--- src/rtl/mbist_mux_pkg.sv ---
// rtl/mbist_mux_pkg.sv - shared types, state codes and helpers for the MBIST mux/demux
package mbist_mux_pkg;

  localparam int MAX_READ_LAT = 4;
  localparam int TAG_SEL_W    = 8;

  localparam logic [1:0] S_IDLE  = 2'd0;
  localparam logic [1:0] S_RUN   = 2'd1;
  localparam logic [1:0] S_DRAIN = 2'd2;

  typedef struct packed {
    logic [TAG_SEL_W-1:0] sel;
    logic                 is_read;
  } tag_t;

  function automatic int clog2(input int v);
    int r;
    r = 0;
    for (int i = 0; i < 31; i++) begin
      if ((1 << i) < v) r = i + 1;
    end
    return r;
  endfunction

endpackage

--- src/rtl/mbist_lat_pipe.sv ---
// rtl/mbist_lat_pipe.sv - shift register carrying read tags alongside the memory latency
module mbist_lat_pipe
  import mbist_mux_pkg::*;
#(
  parameter int DEPTH = 2
) (
  input  logic clk,
  input  logic rst_n,
  input  tag_t i_tag,
  output tag_t o_tag
);

  tag_t r_stage [DEPTH];

  always_ff @(posedge clk) begin
    if (!rst_n) begin
      for (int i = 0; i < DEPTH; i++) r_stage[i] <= '0;
    end else begin
      r_stage[0] <= i_tag;
      for (int i = 1; i < DEPTH; i++) r_stage[i] <= r_stage[i-1];
    end
  end

  assign o_tag = r_stage[DEPTH-1];

endmodule

--- src/rtl/mbist_mux_demux_pipe.sv ---
// rtl/mbist_mux_demux_pipe.sv - routes one MBIST controller to NUM_MEM memories with read return
module mbist_mux_demux_pipe
  import mbist_mux_pkg::*;
#(
  parameter int DATA_WIDTH = 64,
  parameter int ADDR_WIDTH = 16,
  parameter int NUM_MEM    = 8,
  parameter int SEL_WIDTH  = 4,
  parameter int READ_LAT   = 1
) (
  input  logic                          clk,
  input  logic                          rst_n,
  input  logic [SEL_WIDTH-1:0]          memory_sel,
  input  logic                          req_valid,
  output logic                          req_ready,
  input  logic                          write_read_mbist,
  input  logic [DATA_WIDTH-1:0]         wdata_mbist,
  input  logic [ADDR_WIDTH-1:0]         address_mbist,
  output logic [DATA_WIDTH-1:0]         rdata_mbist,
  output logic                          rdata_valid,
  output logic                          sel_err,
  output logic [NUM_MEM-1:0]            mem_ce,
  output logic                          mem_we,
  output logic [ADDR_WIDTH-1:0]         mem_addr,
  output logic [DATA_WIDTH-1:0]         mem_wdata,
  input  logic [NUM_MEM*DATA_WIDTH-1:0] mem_rdata
);

  localparam int LAT   = (READ_LAT > MAX_READ_LAT) ? MAX_READ_LAT : ((READ_LAT < 1) ? 1 : READ_LAT);
  localparam int DEPTH = LAT + 1;
  localparam int CNT_W = clog2(LAT + 3);

  logic                  r_rst_done;
  logic [1:0]            r_state;
  logic [SEL_WIDTH-1:0]  r_cur_sel;
  logic [CNT_W-1:0]      r_cnt;
  logic [CNT_W-1:0]      w_cnt_next;
  logic                  w_sel_diff;
  logic                  w_accept;
  logic                  w_rd_accept;
  logic                  w_in_range;
  logic                  w_gen;
  tag_t                  w_tag_in;
  tag_t                  w_tag_out;
  logic [DATA_WIDTH-1:0] w_rdata_sel;
  logic [NUM_MEM-1:0]    w_ce_next;

  assign w_sel_diff  = (memory_sel != r_cur_sel);
  assign w_in_range  = ({1'b0, memory_sel} < (SEL_WIDTH+1)'(NUM_MEM));
  assign w_accept    = req_valid && req_ready;
  assign w_rd_accept = w_accept && !write_read_mbist;
  assign w_gen       = w_tag_out.is_read;
  assign w_cnt_next  = r_cnt + CNT_W'(w_rd_accept) - CNT_W'(w_gen);

  // Ready drops combinationally so a select change never slips in under live reads.
  always_comb begin
    req_ready = 1'b0;
    case (r_state)
      S_IDLE:  req_ready = 1'b1;
      S_RUN:   req_ready = !(req_valid && w_sel_diff);
      default: req_ready = 1'b0;
    endcase
    req_ready = req_ready && r_rst_done;
  end

  always_comb begin
    w_tag_in.sel     = w_rd_accept ? TAG_SEL_W'(memory_sel) : '0;
    w_tag_in.is_read = w_rd_accept;
  end

  // Out-of-range selects match no channel: no chip enable, zero read data.
  always_comb begin
    w_ce_next = '0;
    for (int k = 0; k < NUM_MEM; k++) begin
      if (w_accept && (memory_sel == SEL_WIDTH'(k))) w_ce_next[k] = 1'b1;
    end
  end

  always_comb begin
    w_rdata_sel = '0;
    for (int k = 0; k < NUM_MEM; k++) begin
      if (w_tag_out.sel == TAG_SEL_W'(k)) w_rdata_sel = mem_rdata[k*DATA_WIDTH +: DATA_WIDTH];
    end
  end

  mbist_lat_pipe #(
    .DEPTH (DEPTH)
  ) u_lat_pipe (
    .clk   (clk),
    .rst_n (rst_n),
    .i_tag (w_tag_in),
    .o_tag (w_tag_out)
  );

  always_ff @(posedge clk) begin
    if (!rst_n) begin
      r_rst_done  <= 1'b0;
      r_state     <= S_IDLE;
      r_cur_sel   <= '0;
      r_cnt       <= '0;
      mem_ce      <= '0;
      mem_we      <= 1'b0;
      mem_addr    <= '0;
      mem_wdata   <= '0;
      rdata_valid <= 1'b0;
      rdata_mbist <= '0;
      sel_err     <= 1'b0;
    end else begin
      r_rst_done  <= 1'b1;
      r_cnt       <= w_cnt_next;
      mem_ce      <= w_ce_next;
      rdata_valid <= w_gen;
      if (w_accept) begin
        mem_we    <= write_read_mbist;
        mem_addr  <= address_mbist;
        mem_wdata <= wdata_mbist;
      end
      if (w_accept && !w_in_range) sel_err <= 1'b1;
      if (w_gen) rdata_mbist <= w_rdata_sel;
      case (r_state)
        S_IDLE: begin
          if (w_accept)    r_cur_sel <= memory_sel;
          if (w_rd_accept) r_state   <= S_RUN;
        end
        S_RUN: begin
          if (w_cnt_next == '0)             r_state <= S_IDLE;
          else if (req_valid && w_sel_diff) r_state <= S_DRAIN;
        end
        S_DRAIN: begin
          if (w_cnt_next == '0) r_state <= S_IDLE;
        end
        default: r_state <= S_IDLE;
      endcase
    end
  end

endmodule

--- config.mk ---
export PLATFORM = sky130hd
export DESIGN_NAME = mbist_mux_demux_pipe
export DESIGN_NICKNAME = d
export VERILOG_FILES = /design/src/rtl/mbist_mux_pkg.sv /design/src/rtl/mbist_lat_pipe.sv /design/src/rtl/mbist_mux_demux_pipe.sv
export SDC_FILE = /design/constraint.sdc
export NUM_CORES = 1
export LEC_CHECK = 0
export CORE_AREA = 2 2 297 299
export DETAILED_ROUTE_END_ITERATION = 10
export DIE_AREA = 0 0 299 301
export PLACE_DENSITY = 0.37
export SYNTH_ARGS = -nofsm -noshare
export SYNTH_HDL_FRONTEND = slang
export SYNTH_SLANG_ARGS = --single-unit
--- constraint.sdc ---
create_clock -name clk -period 4.25 [get_ports clk]
set_input_delay 0.6375 -clock clk [delete_from_list [all_inputs] [get_ports clk]]
set_output_delay 0.6375 -clock clk [all_outputs]
set_load 0.05 [all_outputs]
==> impl_metrics.tcl <==
set metrics [dict create \
    synth_sequential_area_ratio_pct 33.5 \
    cp.arrival_ns 2.42 \
    nets 2438 \
    cp_max_fo 9 \
    vdd_drop_max_mv 0.252 \
    maxCapViolations 0 \
    ant_nets 0 \
    fmax_ghz 0.327 \
    synth-main-ff-cell "dfxtp_1" \
    grt_remaining_overflow 0 \
    die_w_um 299 \
    synth_edf_count 0 \
    cp.required_ns 3.61 \
    port_buffers 755 \
    num_vias 12500 \
    nFillCells 9444 \
    core_mm2 0.0865 \
    finalSetupViolations 0 \
    row_count 108 \
    pwr-share-comb_pct 26.3 \
    cts_hold_buf 0 \
    drtIter0Drc 735 \
    drt-pass1-iter-count 5 \
    pwr-share-seq_pct 36.9 \
    hold_viol 0 \
    drive_gt1_share_pct 7.30 \
    power_per_cell_area_mw_per_mm2 236 \
    yosysUniqueCellTypes 50 \
    cts-root-buf "clkbuf_16" \
    initial_utilization_pct 12.0 \
    grt_pass1_vias 13000 \
    routed_wl_mm 73.2 \
    grt_max_degree 89 \
    slew_headroom_pct 14.8 \
    syn_area_per_cell_um2 8.89 \
    p_int_mw 3.23 \
    gp_congestion 0.910 \
    place_area_mm2 0.0191 \
    timing.clock.skew_ns 0.0142 \
    dieArea_mm2 0.0900 \
    dpl.hpwl_mm 56.9 \
    postCtsSetupBuffers 0 \
    worstSkewPairLatency_ns 0.49 \
    clk_pin_slew_worst_paths_ns 0.08 \
    status "complete, no violations" \
    p_leak_nw 6.09 \
    die_y_um 301 \
    num_io_pins 756 \
    hold_path.class "flop to flop" \
    synth_seq_cells 174 \
    synth_top_area_cell "dfxtp_1" \
    yosys-top-cells-area "dfxtp_1 (33%), mux4_2 (11%), mux2i_1 (6.1%)" \
    area_growth_pct 89.5 \
    drv_slew 0 \
    min_period_ns 3.06 \
    clock-sinks 174 \
    clockPowerShare_pct 36.8 \
    async_reset_ff_share_pct 0 \
    antenna_found_initial 30 \
    synth_top_area_share_pct 33.5 \
    h-tree-depth 4 \
    seq_area_mm2 0.00350 \
    rsz0062_at_grt "false" \
    p_sw_share_pct 30.7 \
    cts_resized 0 \
    synth_cells 1170 \
    cp-start-kind "primary input" \
    tritoncts "yes" \
    clockBufferDepth 2 \
    fin_area_mm2 0.0197 \
    worst_pin_slew_ns 1.28 \
    criticalPathCategory "primary input to output port" \
    syn_nets 1772 \
    finalCritPeriodShare_pct 71.9 \
    syn_area_mm2 0.0104 \
    grt.total_usage_pct 15.7 \
    cts_inserted_buffers 17 \
    ys_warn_count 0 \
    route.detailed.wl_per_inst_um 24.3 \
    finalSetupTns_ns 0 \
    via_per_inst 4.15 \
    switchingPower_mw 1.43 \
    r2r_slack_ns 1.41 \
    stdcell_count 3014 \
    multi_input_area_mm2 0.00635 \
    grt_pass1_wl_mm 101 \
    placed_cells 2972 \
    timing.critical_path.to_type "output port" \
    drc 0 \
]
-- state kept, by name, summed over array words and instances (netlist names) --
| name | count |
|---|---|
| mem_wdata | 64 |
| rdata_mbist | 64 |
| mem_addr | 16 |
| u_lat_pipe.r_stage | 10 |
| mem_ce | 8 |
| r_cur_sel | 4 |
| r_cnt | 2 |
| r_state | 2 |
| mem_we | 1 |
| r_rst_done | 1 |
| rdata_valid | 1 |
| sel_err | 1 |
-- cell families (layout without fill, tap and decap cells) --
kind of cell | after synthesis | count (layout) | share of synthesized area (%)
other | 0 | 10 | 0
flip-flops | 174 | 174 | 33.5
XOR/XNOR | 6 | 6 | 0.505
buffers and inverters | 137 | 816 | 5.93
multiplexers | 121 | 121 | 17.9
AND/OR/NAND/NOR | 325 | 325 | 15.7
adder cells (fa/ha/maj) | 2 | 2 | 0.241
AO/OA/AOI/OAI | 405 | 405 | 26.2
-- cells in the mapped netlist, types with 12 or more instances --
library cell / count
o22ai_1: 51
and2_1: 64
a21oi_1: 53
nor2_1: 74
dfxtp_1: 174
o221ai_1: 51
a22o_1: 14
a21boi_0: 77
nor3_1: 53
mux4_2: 51
o21ai_0: 93
buf_2: 35
clkbuf_1: 75
mux2i_1: 63
nand3_1: 81
nand2_1: 29
o211ai_1: 12
-- metal layers --
layer / global-route usage, % / vias up / wire (um)
met2: 26.0 / 576 / 35000
met3: 6.18 / 85 / 6810
met5: 0 / - / 114
met1: 18.3 / 6050 / 29500
met4: 5.40 / 18 / 1710
li1: - / 5786 / -
-- area by class of cell --
cell class                      count  share of cell area, %
Antenna cell                       10                  0.127
Timing Repair Buffer              779                   39.5
Inverter                            5                 0.0952
Tap cell                         1155                   7.33
Sequential cell                   174                   17.7
Multi-Input combinational cell    859                   32.2
Clock inverter                     15                  0.870
Clock buffer                       17                   2.16
-- worst max-delay path: stages --
cell,delay (ns)
clkdlybuf4s50_1,0.60
xnor2_1,0.44
a41oi_4,0.17
a21oi_1,0.29
buf_4,0.27
-- layout by cell type (no fill, tap or decap), types with 5 or more instances in the layout --
| master | count |
|---|---|
| a211oi_1 | 6 |
| a21boi_0 | 77 |
| a21boi_1 | 8 |
| a21o_1 | 7 |
| a21oi_1 | 53 |
| a222oi_1 | 7 |
| a22o_1 | 14 |
| a22oi_1 | 7 |
| a31oi_1 | 7 |
| a32o_1 | 6 |
| and2_1 | 64 |
| buf_4 | 22 |
| clkbuf_16 | 17 |
| clkdlybuf4s50_1 | 753 |
| dfxtp_1 | 170 |
| diode_2 | 10 |
| mux2_2 | 7 |
| mux2i_1 | 63 |
| mux4_2 | 51 |
| nand2_1 | 27 |
| nand3_1 | 81 |
| nor2_1 | 74 |
| nor2b_1 | 5 |
| nor3_1 | 53 |
| o211ai_1 | 12 |
| o21ai_0 | 93 |
| o221ai_1 | 51 |
| o22ai_1 | 51 |
| xnor2_1 | 5 |
-- final timing paths --
kind | cells past startpoint | start | to
worst min-delay path | 1 | u_lat_pipe.r_stage[0][0]$_SDFF_PN0_ | u_lat_pipe.r_stage[0][9]$_SDFF_PN0_
worst max register to register | 5 | u_lat_pipe.r_stage[0][10]$_SDFF_PN0_ | rdata_mbist[17]$_SDFFE_PN0P_
worst min register to register | 1 | u_lat_pipe.r_stage[0][0]$_SDFF_PN0_ | u_lat_pipe.r_stage[0][9]$_SDFF_PN0_
worst max-delay path | 5 | memory_sel[3] | req_ready
-- through the flow --
stage,hold WS (ns),total power [mW],setup slack (ns),util (%)
after floorplan,0.412,2.18,1.30,-
after CTS,0.444,4.76,1.07,22.8
after detailed placement,0.419,2.98,0.794,22.1
final,0.442,4.65,1.19,22.8
after global placement,0.415,2.98,0.793,22.1
after global routing,0.462,4.87,0.956,22.8
-- power groups by stage --
stage | sequential, mW | combinational (mW) | clock (mW)
finish | 1.72 | 1.22 | 1.71
CTS | 1.72 | 1.24 | 1.81
global placement | 1.75 | 1.23 | 0
global route | 1.72 | 1.30 | 1.85
floorplan | 1.92 | 0.265 | 0
detailed placement | 1.75 | 1.23 | 0
No activity file was read; power rests on OpenSTA's default activity.
